[config.mk]
export PLATFORM = sky130hd
export DESIGN_NAME = uart_serial_rx
export DESIGN_NICKNAME = d
export VERILOG_FILES = /design/src/rtl/uart_pkg.sv /design/src/rtl/uart_rx_sync.sv /design/src/rtl/uart_serial_rx.sv
export SDC_FILE = /design/constraint.sdc
export NUM_CORES = 1
export LEC_CHECK = 0
export ABC_AREA = 1
export BUFFER_PORTS_ARGS = -buffer_cell sky130_fd_sc_hd__buf_2
export CAP_MARGIN = 20
export CORE_MARGIN = 2
export CORE_UTILIZATION = 58
export CTS_CLUSTER_SIZE = 8
export DETAILED_ROUTE_END_ITERATION = 16
export PLACE_DENSITY = 0.78
export SETUP_SLACK_MARGIN = 0.4
export SLEW_MARGIN = 25
export SYNTH_ARGS = -nofsm -noshare
export SYNTH_HDL_FRONTEND = slang
export SYNTH_SLANG_ARGS = --single-unit
[constraint.sdc]
create_clock -name clk -period 1.55 [get_ports clk]
set_clock_uncertainty 0.05 [all_clocks]
set_input_delay 0.465 -clock clk [delete_from_list [all_inputs] [get_ports clk]]
set_output_delay 0.465 -clock clk [all_outputs]
set_load 0.01 [all_outputs]
[src/rtl/uart_pkg.sv]
// Shared UART definitions: receive FSM state encoding, default timing and frame format.
// The transmit side uses the same bit period and frame constants.
package uart_pkg;

   localparam int CLKS_PER_BIT_DEF = 10;
   localparam int DATA_BITS_DEF    = 8;
   localparam int SYNC_STAGES      = 2;
   localparam logic IDLE_LEVEL     = 1'b1;
   localparam logic START_LEVEL    = 1'b0;
   localparam logic STOP_LEVEL     = 1'b1;

   localparam logic [2:0] ST_IDLE   = 3'd0;
   localparam logic [2:0] ST_START  = 3'd1;
   localparam logic [2:0] ST_DATA   = 3'd2;
   localparam logic [2:0] ST_PARITY = 3'd3;
   localparam logic [2:0] ST_STOP   = 3'd4;

   typedef enum logic [2:0] {
      IDLE   = ST_IDLE,
      START  = ST_START,
      DATA   = ST_DATA,
      PARITY = ST_PARITY,
      STOP   = ST_STOP
   } uart_state_t;

   // Expected parity bit for a word; zero-extension does not change the XOR.
   function automatic logic calc_parity(input logic [8:0] word, input logic odd);
      return (^word) ^ odd;
   endfunction

endpackage

[src/rtl/uart_rx_sync.sv]
// Brings the asynchronous serial line into the clk domain and flags its edges.
// The synchronizer resets to the idle level so reset never looks like a start edge.
module uart_rx_sync
   import uart_pkg::*;
(
   input  logic clk,
   input  logic reset,
   input  logic rx,
   output logic rx_s,
   output logic rx_fall,
   output logic rx_rise
);

   logic [SYNC_STAGES-1:0] sync_reg;
   logic                   rx_d_reg;

   always_ff @(posedge clk or posedge reset) begin
      if (reset) begin
         sync_reg <= {SYNC_STAGES{IDLE_LEVEL}};
         rx_d_reg <= IDLE_LEVEL;
      end else begin
         sync_reg <= {sync_reg[SYNC_STAGES-2:0], rx};
         rx_d_reg <= sync_reg[SYNC_STAGES-1];
      end
   end

   assign rx_s    = sync_reg[SYNC_STAGES-1];
   assign rx_fall = rx_d_reg & ~rx_s;
   assign rx_rise = ~rx_d_reg & rx_s;

endmodule

[src/rtl/uart_serial_rx.sv]
// UART receiver: mid-bit aligned deserializer with optional parity and stop-bit check.
// Result strobes are registered one cycle after the stop-bit sample.
module uart_serial_rx
   import uart_pkg::*;
#(
   parameter int CLKS_PER_BIT = CLKS_PER_BIT_DEF,
   parameter int DATA_BITS    = DATA_BITS_DEF,
   parameter int PARITY_EN    = 0,
   parameter int PARITY_ODD   = 0
) (
   input  logic                 clk,
   input  logic                 reset,
   input  logic                 rx,
   output logic [DATA_BITS-1:0] data_out,
   output logic                 data_valid,
   output logic                 parity_err,
   output logic                 frame_err,
   output logic                 busy
);

   localparam int CW = $clog2(CLKS_PER_BIT);
   localparam int IW = $clog2(DATA_BITS);
   localparam logic [CW-1:0] CNT_MID  = CW'(CLKS_PER_BIT / 2 - 1);
   localparam logic [CW-1:0] CNT_LAST = CW'(CLKS_PER_BIT - 1);
   localparam logic [IW-1:0] IDX_LAST = IW'(DATA_BITS - 1);

   logic rx_s, rx_fall, rx_rise;

   uart_rx_sync u_sync (
      .clk     (clk),
      .reset   (reset),
      .rx      (rx),
      .rx_s    (rx_s),
      .rx_fall (rx_fall),
      .rx_rise (rx_rise)
   );

   logic [2:0]           state_reg, state_next;
   logic [CW-1:0]        cnt_reg, cnt_next;
   logic [IW-1:0]        idx_reg, idx_next;
   logic [DATA_BITS-1:0] shift_reg, shift_next;
   logic                 par_bad_reg, par_bad_next;
   logic                 armed_reg, armed_next;
   logic [DATA_BITS-1:0] dout_next;
   logic                 dv_next, pe_next, fe_next;

   always_comb begin
      state_next   = state_reg;
      cnt_next     = cnt_reg + CW'(1);
      idx_next     = idx_reg;
      shift_next   = shift_reg;
      par_bad_next = par_bad_reg;
      armed_next   = armed_reg | rx_rise;
      dout_next    = data_out;
      dv_next      = 1'b0;
      pe_next      = 1'b0;
      fe_next      = 1'b0;

      case (state_reg)
         ST_IDLE: begin
            cnt_next     = '0;
            idx_next     = '0;
            par_bad_next = 1'b0;
            if (rx_fall && armed_reg) begin
               state_next = ST_START;
            end
         end
         ST_START: begin
            if (cnt_reg == CNT_MID) begin
               cnt_next   = '0;
               // A start bit that is high again at mid-bit was a glitch.
               state_next = (rx_s == START_LEVEL) ? ST_DATA : ST_IDLE;
            end
         end
         ST_DATA: begin
            if (cnt_reg == CNT_LAST) begin
               cnt_next   = '0;
               shift_next = {rx_s, shift_reg[DATA_BITS-1:1]};
               idx_next   = idx_reg + IW'(1);
               if (idx_reg == IDX_LAST) begin
                  state_next = (PARITY_EN != 0) ? ST_PARITY : ST_STOP;
               end
            end
         end
         ST_PARITY: begin
            if (cnt_reg == CNT_LAST) begin
               cnt_next     = '0;
               par_bad_next = (rx_s != calc_parity(9'(shift_reg), 1'(PARITY_ODD)));
               state_next   = ST_STOP;
            end
         end
         ST_STOP: begin
            if (cnt_reg == CNT_LAST) begin
               cnt_next   = '0;
               state_next = ST_IDLE;
               if (rx_s != STOP_LEVEL) begin
                  // Re-arm only after the line has been seen high again (break handling).
                  fe_next    = 1'b1;
                  armed_next = 1'b0;
               end else if (par_bad_reg) begin
                  pe_next = 1'b1;
               end else begin
                  dv_next   = 1'b1;
                  dout_next = shift_reg;
               end
            end
         end
         default: begin
            cnt_next   = '0;
            state_next = ST_IDLE;
         end
      endcase
   end

   always_ff @(posedge clk or posedge reset) begin
      if (reset) begin
         state_reg   <= ST_IDLE;
         cnt_reg     <= '0;
         idx_reg     <= '0;
         shift_reg   <= '0;
         par_bad_reg <= 1'b0;
         armed_reg   <= 1'b1;
         data_out    <= '0;
         data_valid  <= 1'b0;
         parity_err  <= 1'b0;
         frame_err   <= 1'b0;
      end else begin
         state_reg   <= state_next;
         cnt_reg     <= cnt_next;
         idx_reg     <= idx_next;
         shift_reg   <= shift_next;
         par_bad_reg <= par_bad_next;
         armed_reg   <= armed_next;
         data_out    <= dout_next;
         data_valid  <= dv_next;
         parity_err  <= pe_next;
         frame_err   <= fe_next;
      end
   end

   assign busy = (state_reg != ST_IDLE);

endmodule

==> results of run 1 <==
stage by stage:
stage	std cells	hold slack (ns)	worst slack [ns]	cell area, um^2
4_1_cts	278	0.0545	-0.149	2380
3_5_place_dp	245	0.297	0.0253	1880
3_3_place_gp	245	0.296	0.0720	1880
2_1_floorplan	198	0.295	0.188	1740
kinds of logic after synthesis:
family / count (synthesis) / share of synthesized area
xor+xnor: 3 / 0.0155
flops: 34 / 0.504
simple gates: 100 / 0.275
compound gates: 24 / 0.0913
buf+inv: 32 / 0.0773
fa+ha+maj: 5 / 0.0368
repair_timing:
action / 4_1_cts
setup endpoints to repair: 43
resized for setup: 64
setup buffers: 23
pin swaps: 13
cloned: 2
==> qor.txt, run 1 <==
Syn. warnings -> 0
Netlist cell types -> 24
Status -> stopped before the end
Fail Step -> global routing (5_1_grt)
Die H -> 58.1 um
Worst_ep grt -> busy
Asr flop ratio synth -> 1.00
Initial Util -> 0.611
Error -> [ERROR DPL-0038] Utilization greater than 100%, impossible to legalize
Cts hold-fix bufs -> 0
Most frequent cell after synthesis -> nand2_1
Post-DP HPWL -> 2360 um
Largest net degree at the start of global routing -> 20
PortBufs -> 14
CTS buffer count -> 5
Synth Flop Type -> dfrtp_1
H-tree depth -> 2
Mapped cell area -> 0.00170 mm^2
Syn nets -> 206
Synth Area per Inst -> 8.58 um^2
Synth area leaders -> dfrtp_1 (44%), nand2_1 (13%), dfstp_2 (6.2%)
CTS Root Cell -> clkbuf_4
# clock sinks -> 34
Flops & latches, synth -> 34
Post-synth EDFFs -> 0
Die width -> 58.1 um
Placement Rows -> 19
Yosys top cell area share -> 0.442
Cell taking the most area after synthesis -> dfrtp_1
Total I/O pin count -> 15
Max Buffers Root-to-Sink -> 2
Sequential fraction of the synthesis area -> 0.504
WEP type -> output port
GPL Wtd Cong -> 0.757
Most frequent cells after synthesis -> nand2_1 (57), dfrtp_1 (30), inv_1 (27)
Cells after synthesis -> 198
==> run 2: changes to the inputs <==
--- a/config.mk
+++ b/config.mk
@@ -9,11 +9,9 @@
 export BUFFER_PORTS_ARGS = -buffer_cell sky130_fd_sc_hd__buf_2
 export CAP_MARGIN = 20
 export CORE_MARGIN = 2
-export CORE_UTILIZATION = 58
-export CTS_CLUSTER_SIZE = 8
+export CORE_UTILIZATION = 40
 export DETAILED_ROUTE_END_ITERATION = 16
-export PLACE_DENSITY = 0.78
-export SETUP_SLACK_MARGIN = 0.4
+export PLACE_DENSITY_LB_ADDON = 0.15
 export SLEW_MARGIN = 25
 export SYNTH_ARGS = -nofsm -noshare
 export SYNTH_HDL_FRONTEND = slang
==> run 2 against run 1 <==
  * The flow now finishes, with violations (setup timing)
  * Area after synthesis unchanged
  * Synthesized cell count stayed put
==> qor.txt, run 2 <==
Drt via density -> 4.58
Post-synthesis mux area share -> 0 (unchanged)
Sw Share -> 0.337
Cell taking the most area after synthesis -> dfrtp_1
Crit end category -> primary output
Vias -> 1,281
Synth area leaders -> dfrtp_1 (44%), nand2_1 (13%), dfstp_2 (6.2%)
Clock share of power -> 0.268
Fin. max-slew vios -> 0
CTS buffer count -> 5 (unchanged)
Area share of fa/ha/maj cells after synthesis -> 0.0368 (unchanged)
Die width -> 69.2 um (+19%)
Tmin final -> 1.63 ns
ANT cells -> 0
Maximum clock frequency -> 612 MHz
Most frequent cell after synthesis -> nand2_1
Reg2reg start -> cnt_reg[1]
Post-layout instance area -> 0.00207 mm^2
Hold WC Path Type -> in2async
Clock-pin slew on the worst setup and hold paths -> 0.07 ns
Core Box Area -> 0.00406 mm^2
Complex-gate fraction of the synthesized area -> 0.0913 (unchanged)
Flops & latches, synth -> 34 (unchanged)
Asr flop ratio synth -> 1.00 (unchanged)
Headroom to the max-slew limit -> 0.805
Leak Pwr -> 0.00107 uW
Yosys top cell area share -> 0.442 (unchanged)
Setup crit end -> busy
Synth Flop Type -> dfrtp_1
Placement Rows -> 23 (+4)
Crit path max fanout -> 2
Mapped cell area -> 0.00170 mm^2 (unchanged)
Syn nets -> 206 (unchanged)
DRT iter0 DRCs -> 46
Post-DP HPWL -> 2320 um (-1.7%)
Antenna violations before repair -> 0
Max Buffers Root-to-Sink -> 2 (unchanged)
Clock insertion delay at the later pin of the skew report -> 0.28 ns
Total I/O pin count -> 15 (unchanged)
Critical Path Start Type -> flip-flop
Critical path class -> reg2out
Drt total wl -> 3250 um
Most frequent cells after synthesis -> nand2_1 (57), dfrtp_1 (30), inv_1 (27)
Synth Area per Inst -> 8.58 um^2 (unchanged)
Dpl cell area -> 0.00189 mm^2 (+0.40%)
Layout area overhead -> 21.6%
Initial Util -> 0.419 (-0.192)
WL/cell -> 11.6 um
Final setup violation count -> 1
GRT Overall Usage -> 0.151
Syn. warnings -> 0 (unchanged)
Reg power frac -> 0.414
Final worst slack -> -0.0843 ns
# clock sinks -> 34 (unchanged)
Pre-antenna DRT Iters -> 4
First-pass GRT wire length -> 5710 um
Synth Area in Simple Gates -> 0.275 (unchanged)
Req. time, crit path -> 1.03 ns
Hold Slack -> 0.156 ns
Cts hold-fix bufs -> 0 (unchanged)
Netlist cell types -> 24 (unchanged)
M2 GR Usage -> 0.266
Most Used Layer, Global Route -> met2
Commonest non-fill, non-tap cell in the layout -> nand2_1
Peak VDD IR -> 0.576 mV
Failing checks -> setup timing
P_int -> 1660 uW
Worst Tran Pin Value -> 0.292 ns
Area of the die -> 0.00479 mm^2
Commonest non-fill, non-tap cells in the layout -> nand2_1 (57), dfrtp_1 (29), inv_1 (25)
Met3 Use GR -> 0.0494
DRC errors left -> 0
GPL Wtd Cong -> 0.778 (+2.8%)
Final nets -> 237
Critical path origin -> state_reg[0]
Comb pwr share -> 0.317
Final period util -> 1.05
Vias in the first global route -> 1,339
Global route overflow -> 0
Fin. Hold Viols -> 0
Cells after synthesis -> 198 (unchanged)
Final core occ -> 0.509
Max-Cap Viols -> 0
Layout cells sized above 1 -> 0.278
PortBufs -> 14 (unchanged)
Synth Area in XOR/XNOR -> 0.0155 (unchanged)
Die H -> 69.2 um (+19%)
Post-synth EDFFs -> 0 (unchanged)
Antenna Violating Nets Remaining -> 0
Arrival time of the worst setup path -> 1.12 ns
Status -> finished, violations left
Met1 Track Usage GR -> 0.166
R2R Setup Slk -> 0.06 ns
R2r worst-path depth -> 8
H-tree depth -> 2 (unchanged)
RSZ-0062 raised after global routing -> yes
Sequential fraction of the synthesis area -> 0.504 (unchanged)
CTS tree -> yes
Switch Pwr -> 842 uW
Largest net degree at the start of global routing -> 35
Largest family of logic cells by synthesized area -> simple AND/OR/NAND/NOR gates
Worst r2r dst -> shift_reg[1]
PD cells -> 1210 mW/mm^2
CTS Root Cell -> clkbuf_8
run 2: cell counts after synthesis:
No cell type changed its count.
run 2: layout make-up:
type | count | area, um^2
Inverter | 30 | 113
Timing Repair Buffer | 26 | 215
Clock buffer | 8 | 90.1
Fill cell | 400 | 1990
Tap cell | 50 | 62.6
Sequential cell | 34 | 857
Multi-Input combinational cell | 132 | 729
run 2: repair_timing:
action                                  CTS  global route
endpoints found under the setup margin    1            23
setup buffers                             3             1
pin swaps                                 1             1
cloned                                    0             1
gates resized for setup                   1             6
run 2: power by group through the flow:
stage / combinational (uW) / sequential [uW] / clock, uW
global placement: 700 / 1050 / 0
detailed placement: 714 / 1050 / 0
global route: 899 / 1050 / 732
CTS: 783 / 1020 / 693
finish: 794 / 1040 / 671
floorplan: 528 / 1040 / 0
run 2: cells by family after synthesis:
family | count (synthesis)
and+or+nand+nor | 100
DFF | 34
buffers and inverters | 32
AOI/OAI and AO/OA | 24
adders and majority gates | 5
xor gates and xnor gates | 3
run 2: worst min path at each step:
stage	start	slack, ns	end	depth (start not counted)
after floorplan	u_sync.sync_reg[0]	0.30	u_sync.sync_reg[1]	0
after global placement	u_sync.sync_reg[0]	0.30	u_sync.sync_reg[1]	0
after detailed placement	u_sync.sync_reg[0]	0.30	u_sync.sync_reg[1]	0
after CTS	reset	0.16	cnt_reg[0]	3
after global routing	reset	0.18	data_out[1]	3
final	reset	0.16	data_out[1]	3
run 2: per-stage QoR:
stage	std cells	setup TNS [ns]	total power [uW]	setup slack, ns
after floorplan	198	0	1570	0.148
after global placement	267	0	1750	0.0924
after detailed placement	267	0	1760	0.0423
after CTS	278	-0.0811	2500	-0.0811
after global routing	280	-0.136	2680	-0.132
final	280	-0.0843	2500	-0.0843
run 2: layer usage:
layer | vias to the layer above | share of wire | routed length, um
met5 | - | 0 | 0
met4 | 0 | 0.019 | 62
met3 | 8 | 0.030 | 98
met2 | 14 | 0.51 | 1650
met1 | 589 | 0.44 | 1450
li1 | 670 | - | -
run 2: critical path: stages, from the launching register on:
cell     delay, ns
dfrtp_1       0.40
nor3_2        0.22
inv_1         0.07
buf_2         0.14
Note: power is estimated with default switching activity, not from simulation.
==> run 3: changes to the inputs <==
--- a/config.mk
+++ b/config.mk
@@ -6,12 +6,13 @@
 export NUM_CORES = 1
 export LEC_CHECK = 0
 export ABC_AREA = 1
-export BUFFER_PORTS_ARGS = -buffer_cell sky130_fd_sc_hd__buf_2
 export CAP_MARGIN = 20
 export CORE_MARGIN = 2
 export CORE_UTILIZATION = 40
 export DETAILED_ROUTE_END_ITERATION = 16
+export DONT_BUFFER_PORTS = 1
 export PLACE_DENSITY_LB_ADDON = 0.15
+export RECOVER_POWER = 25
 export SLEW_MARGIN = 25
 export SYNTH_ARGS = -nofsm -noshare
 export SYNTH_HDL_FRONTEND = slang
==> run 3 against run 2 <==
  * The flow still finishes with violations (setup timing)
  * Final cell count fell by 3.2%
  * Critical path type unchanged
  * Sequential power barely moved
  * Combinational power rose by 15%
  * Core utilization rose by 0.40 points
  * Register-to-register slack improved by 0.03 ns
  * Highest routed layer unchanged
  * Setup slack improved by 0.049 ns
  * Worst hold slack got worse by 0.042 ns
  * Cell area rose by 0.79%
  * Via count rose by 1.3%
  * First-iteration DRC count rose by 43%
  * Flip-flop and latch count did not move
  * Global-route usage rose by 0.057 points
==> qor.txt, run 3 (same netlist as run 2, synthesis figures left out) <==
Layout area overhead -> 22.6%
Final worst slack -> -0.0355 ns (+0.0488 ns)
Max Buffers Root-to-Sink -> 2 (unchanged)
CTS buffer count -> 5 (unchanged)
Status -> finished, violations left
P_int -> 2010 uW (+21%)
Die H -> 69.2 um (unchanged)
Clock-pin slew on the worst setup and hold paths -> 0.07 ns (about the same)
Worst Tran Pin Value -> 1.00 ns (+0.710 ns)
Critical-path top delay cell -> dfrtp_2
Layout cells sized above 1 -> 0.271 (-0.00677)
Antenna Violating Nets Remaining -> 0 (unchanged)
Placement Rows -> 23 (unchanged)
Commonest non-fill, non-tap cell in the layout -> nand2_1
Initial Util -> 0.419 (unchanged)
Commonest non-fill, non-tap cells in the layout -> nand2_1 (57), dfrtp_1 (28), inv_1 (23)
Fin. max-slew vios -> 0 (unchanged)
GPL Wtd Cong -> 0.807 (+3.7%)
Comb pwr share -> 0.309 (-0.008)
First-pass GRT wire length -> 5770 um (+1.1%)
GRT Overall Usage -> 0.152 (+0.000571)
Die width -> 69.2 um (unchanged)
Critical path class -> reg2out
ANT cells -> 0 (unchanged)
CTS Root Cell -> clkbuf_8
Clock share of power -> 0.335 (+0.067)
Crit path largest cell delay -> 0.45 ns (+0.05 ns)
Reg power frac -> 0.357 (-0.057)
Final setup violation count -> 1 (unchanged)
Fill cell count -> 376 (-6.0%)
Crit end category -> primary output
Peak VDD IR -> 0.873 mV (+52%)
Post-DP HPWL -> 2460 um (+6.2%)
Clock insertion delay at the later pin of the skew report -> 0.29 ns (about the same)
WL/cell -> 13.1 um (+13%)
Switch Pwr -> 949 uW (+13%)
Final nets -> 228 (-3.8%)
Vias in the first global route -> 1,266 (-5.5%)
Req. time, crit path -> 1.03 ns (about the same)
Pre-antenna DRT Iters -> 4 (unchanged)
Sw Share -> 0.321 (-0.0152)
CP top delay family -> flip-flops
Total I/O pin count -> 15 (unchanged)
# clock sinks -> 34 (unchanged)
H-tree depth -> 2 (unchanged)
Maximum clock frequency -> 631 MHz (+3.1%)
Worst hold path depth -> 0
Worst path cell trace -> nor3_4 -> inv_2
Max-Cap Viols -> 0 (unchanged)
Failing checks -> setup timing
Arrival time of the worst setup path -> 1.07 ns (-0.05 ns)
DRC errors left -> 0 (unchanged)
Total power -> 2950 uW (+18%)
Final period util -> 1.02 (-0.0315)
Bufs and invs on worst path -> 1 (-1)
Fin. Hold Viols -> 0 (unchanged)
Global route overflow -> 0 (unchanged)
Drt via density -> 4.79 (+4.7%)
PD cells -> 1420 mW/mm^2 (+17%)
Critical Path Start Type -> flip-flop
CP Depth -> 2 (-1)
Crit path max fanout -> 6 (+4)
Drt total wl -> 3550 um (+9.0%)
Leak Pwr -> 0.00103 uW (-3.5%)
PortBufs -> 0 (-14)
Hold WC Path Type -> in2reg
Headroom to the max-slew limit -> 0.332 (-0.473)
Storage element area -> 858 um^2 (+0.15%)
DRT iter0 DRCs -> 66 (+43%)
Vias -> 1,298 (+1.3%)
CTS tree -> yes
Area of the die -> 0.00479 mm^2 (unchanged)
R2r worst-path depth -> 8 (unchanged)
Setup TNS -> -0.0355 ns (+0.0488 ns)
Largest net degree at the start of global routing -> 20 (-43%)
Antenna violations before repair -> 0 (unchanged)
RSZ-0062 raised after global routing -> yes
Tmin final -> 1.59 ns (-0.0488 ns)
Pre-CTS setup slack -> -0.00500 ns (-0.0473 ns)
Multi-input logic area -> 749 um^2 (+2.7%)
Core Box Area -> 0.00406 mm^2 (unchanged)
[run 3: cell count changes in the layout (fill, tap and decap cells not counted), moves of 2 or more]
| cell | change |
|---|---|
| buf_2 | -14 |
| buf_4 | +4 |
| bufinv_16 | +2 |
| inv_1 | -2 |
| inv_2 | +2 |
[run 3: layer usage]
metal,vias up,global-route usage,wire length (um)
li1,661,-,-
met1,611,0.181,1590
met2,17,0.260,1780
met3,9,0.0480,114
met4,0,0.0479,70
met5,-,0,0
[run 3: timing repair]
action,CTS,global route
pin swaps,2,3
hold buffers,0,0
setup endpoints to repair,9,16
cloned,0,1
setup buffers,6,5
gates resized for setup,3,11
[run 3: stage by stage]
stage / utilization / cells / area, um^2 / hold WS (ns)
after floorplan: - / 198 / 1700 / 0.295
after global placement: 0.444 / 252 / 1800 / 0.297
after detailed placement: 0.444 / 252 / 1800 / 0.298
after CTS: 0.493 / 266 / 2000 / 0.0433
after global routing: 0.513 / 271 / 2080 / 0.101
final: 0.513 / 271 / 2080 / 0.114
[run 3: layout make-up]
| class | instances | area share |
|---|---|---|
| flip-flops and latches | 34 | 0.412 |
| repair buffers | 17 | 0.0781 |
| inverters | 30 | 0.0541 |
| well taps | 50 | 0.0300 |
| clock inverters | 3 | 0.0330 |
| clock buffers | 5 | 0.0330 |
| multi-input cells | 132 | 0.360 |
[run 3: worst paths after layout]
path	slack, ns	start	to
worst max-delay path	-0.04	state_reg[0]	busy
worst min-delay path	0.11	rx	u_sync.sync_reg[0]
worst max register to register	0.09	state_reg[0]	data_out[2]
worst min register to register	0.31	u_sync.sync_reg[0]	u_sync.sync_reg[1]
max in group asynchronous	0.51	reset	shift_reg[7]
min in group asynchronous	0.28	reset	frame_err
[run 3: power groups by stage]
stage | Combinational (uW) | Clock [uW] | Sequential (uW)
global placement | 663 | 0 | 1050
finish | 912 | 989 | 1050
CTS | 778 | 1010 | 1030
floorplan | 528 | 0 | 1040
detailed placement | 688 | 0 | 1050
global route | 1030 | 1040 | 1060
==> run 4: changes to the inputs <==
--- a/config.mk
+++ b/config.mk
@@ -11,7 +11,7 @@
 export CORE_UTILIZATION = 40
 export DETAILED_ROUTE_END_ITERATION = 16
 export DONT_BUFFER_PORTS = 1
-export PLACE_DENSITY_LB_ADDON = 0.15
+export PLACE_DENSITY = 0.56
 export RECOVER_POWER = 25
 export SLEW_MARGIN = 25
 export SYNTH_ARGS = -nofsm -noshare
==> constraint.sdc (replaced) <==
create_clock -name clk -period 1.5 [get_ports clk]
set_clock_uncertainty 0.05 [all_clocks]
set_input_delay 0.45 -clock clk [delete_from_list [all_inputs] [get_ports clk]]
set_output_delay 0.45 -clock clk [all_outputs]
set_load 0.01 [all_outputs]
==> run 4 against run 3 <==
  * The run still ends with setup timing left
  * Core utilization down 2.8 points
  * First-iteration DRC count down 18%
  * Register-to-register slack improved by 0.03 ns
  * Critical path depth unchanged
  * Total power decreased by 13%
  * Highest routed layer unchanged
==> qor.txt, run 4 (same netlist as run 2, synthesis figures left out) <==
Status -> finished, violations left
Failing checks -> setup timing
Commonest non-fill, non-tap cell in the layout -> nand2_1
Post-DP HPWL -> 2470 um (+0.41%)
Cells after DPL -> 250 (-0.79%)
Placement Rows -> 23 (unchanged)
Multi-input logic area -> 741 um^2 (-1.2%)
Final worst slack -> -0.0539 ns (-0.0184 ns)
Storage element area -> 858 um^2 (unchanged)
Vias -> 1,247 (-3.9%)
Area of the die -> 0.00479 mm^2 (unchanged)
Drt total wl -> 3410 um (-3.8%)
Clock insertion delay at the later pin of the skew report -> 0.28 ns (about the same)
Critical-path top delay cell -> dfrtp_2
DRC errors left -> 0 (unchanged)
Vias in the first global route -> 1,337 (+5.6%)
Antenna violations before repair -> 0 (unchanged)
Drt via density -> 4.72 (-1.4%)
Comb pwr share -> 0.294 (-0.015)
P_int -> 1670 uW (-17%)
Largest net degree at the start of global routing -> 28 (+40%)
Crit end category -> primary output
H-tree depth -> 2 (unchanged)
Final setup violation count -> 1 (unchanged)
Worst Tran Pin Value -> 0.397 ns (-0.604 ns)
WL/cell -> 12.9 um (-1.2%)
Peak VDD IR -> 0.516 mV (-41%)
Fin. Hold Viols -> 0 (unchanged)
RSZ-0062 raised after global routing -> yes
Final period util -> 1.04
Total power -> 2560 uW (-13%)
Bufs and invs on worst path -> 1 (unchanged)
Global route overflow -> 0 (unchanged)
Non-Filler Instances -> 264 (-2.6%)
GPL Wtd Cong -> 0.695 (-14%)
CTS tree -> yes
Max Buffers Root-to-Sink -> 2 (unchanged)
Hold WC Path Type -> in2reg
CTS buffer count -> 5 (unchanged)
Req. time, crit path -> 1.00 ns (-0.03 ns)
Critical Path Start Type -> flip-flop
Total I/O pin count -> 15 (unchanged)
Switch Pwr -> 895 uW (-5.7%)
Crit path largest cell delay -> 0.45 ns (about the same)
Die H -> 69.2 um (unchanged)
Core Box Area -> 0.00406 mm^2 (unchanged)
Final core occ -> 0.486 (-0.0278)
Crit path max fanout -> 6 (unchanged)
Tmin final -> 1.55 ns
Worst path cell trace -> nor3_4 -> inv_2
Layout cells sized above 1 -> 0.229 (-0.0425)
Reg power frac -> 0.432 (+0.075)
Pre-antenna DRT Iters -> 6 (+2)
Fill cell count -> 394 (+4.8%)
Max-Cap Viols -> 0 (unchanged)
Layout area overhead -> 16.0%
Arrival time of the worst setup path -> 1.05 ns (-0.02 ns)
Final nets -> 221 (-3.1%)
GRT Overall Usage -> 0.158 (+0.00658)
PD cells -> 1300 mW/mm^2 (-8.4%)
Fin. max-slew vios -> 0 (unchanged)
Antenna Violating Nets Remaining -> 0 (unchanged)
# clock sinks -> 34 (unchanged)
DRT iter0 DRCs -> 54 (-18%)
Critical path class -> reg2out
Maximum clock frequency -> 644 MHz
Headroom to the max-slew limit -> 0.735 (+0.403)
Clock share of power -> 0.275 (-0.060)
CTS Root Cell -> clkbuf_8
CP top delay family -> flip-flops
Leak Pwr -> 0.000980 uW (-5.3%)
Clock-pin slew on the worst setup and hold paths -> 0.07 ns (about the same)
Sw Share -> 0.350 (+0.0282)
First-pass GRT wire length -> 6050 um (+4.9%)
Die width -> 69.2 um (unchanged)
PortBufs -> 0 (unchanged)
Initial Util -> 0.419 (unchanged)
Commonest non-fill, non-tap cells in the layout -> nand2_1 (57), dfrtp_1 (28), inv_1 (24)
ANT cells -> 0 (unchanged)
-- run 4: changes by cell type in the layout (fill, tap and decap cells not counted), sizes merged --
cell,delta
buf,-6
bufinv,-2
dlygate4sd3,+1
-- run 4: worst reg2reg max path, stage by stage (launching register included) --
cell,delay [ns]
dfrtp_2,0.45
nor2_1,0.11
nand2_1,0.10
inv_1,0.14
nand4_4,0.11
buf_12,0.17
nand2_1,0.08
o21ai_2,0.06
-- run 4: worst paths after layout --
path / startpoint / to / slack, ns / cells past startpoint
setup / recovery: state_reg[0] / busy / -0.05 / 2
hold / removal: rx / u_sync.sync_reg[0] / 0.11 / 0
setup reg to reg: state_reg[0] / data_out[6] / 0.12 / 7
hold reg to reg: u_sync.sync_reg[0] / u_sync.sync_reg[1] / 0.31 / 0
max in group asynchronous: reset / u_sync.sync_reg[0] / 0.12 / 3
min in group asynchronous: reset / state_reg[2] / 0.50 / 2
-- run 4: through the flow --
stage	cell area [um^2]	TNS [ns]	setup WS, ns	hold slack, ns
4_1_cts	1940	-0.0719	-0.0719	0.100
6_report	1970	-0.0539	-0.0539	0.111
3_5_place_dp	1800	-0.738	-0.109	0.298
5_1_grt	1970	-0.0999	-0.0999	0.0958
3_3_place_gp	1800	-0.252	-0.0345	0.280
2_1_floorplan	1700	0	0.0980	0.295
-- run 4: timing repair --
item                                    in CTS  in global routing
buffers inserted                             2                  3
hold buffers                                 1                  0
hold endpoints to repair                     7                  0
pin swaps                                    2                  2
gates resized for setup                      4                  7
endpoints found under the setup margin       9                 21
gates cloned                                 0                  0
-- run 4: area by class of cell --
cell class,count,area share
Sequential cell,34,0.436
Multi-Input combinational cell,132,0.376
Inverter,30,0.0584
Timing Repair Buffer,10,0.0521
Clock buffer,7,0.0438
Tap cell,50,0.0317
Clock inverter,1,0.00254
-- run 4: routing by layer --
layer | GRT usage | part of all wire
met5 | 0 | 0
met4 | 0.0719 | 0.017
met3 | 0.0334 | 0.021
met2 | 0.284 | 0.53
met1 | 0.178 | 0.43
-- run 4: power by group through the flow --
stage | logic, uW | registers (uW) | clock network [uW]
after floorplan | 546 | 1080 | 0
after global placement | 656 | 1090 | 0
after detailed placement | 673 | 1090 | 0
after CTS | 720 | 1100 | 724
after global routing | 863 | 1110 | 769
final | 752 | 1110 | 703
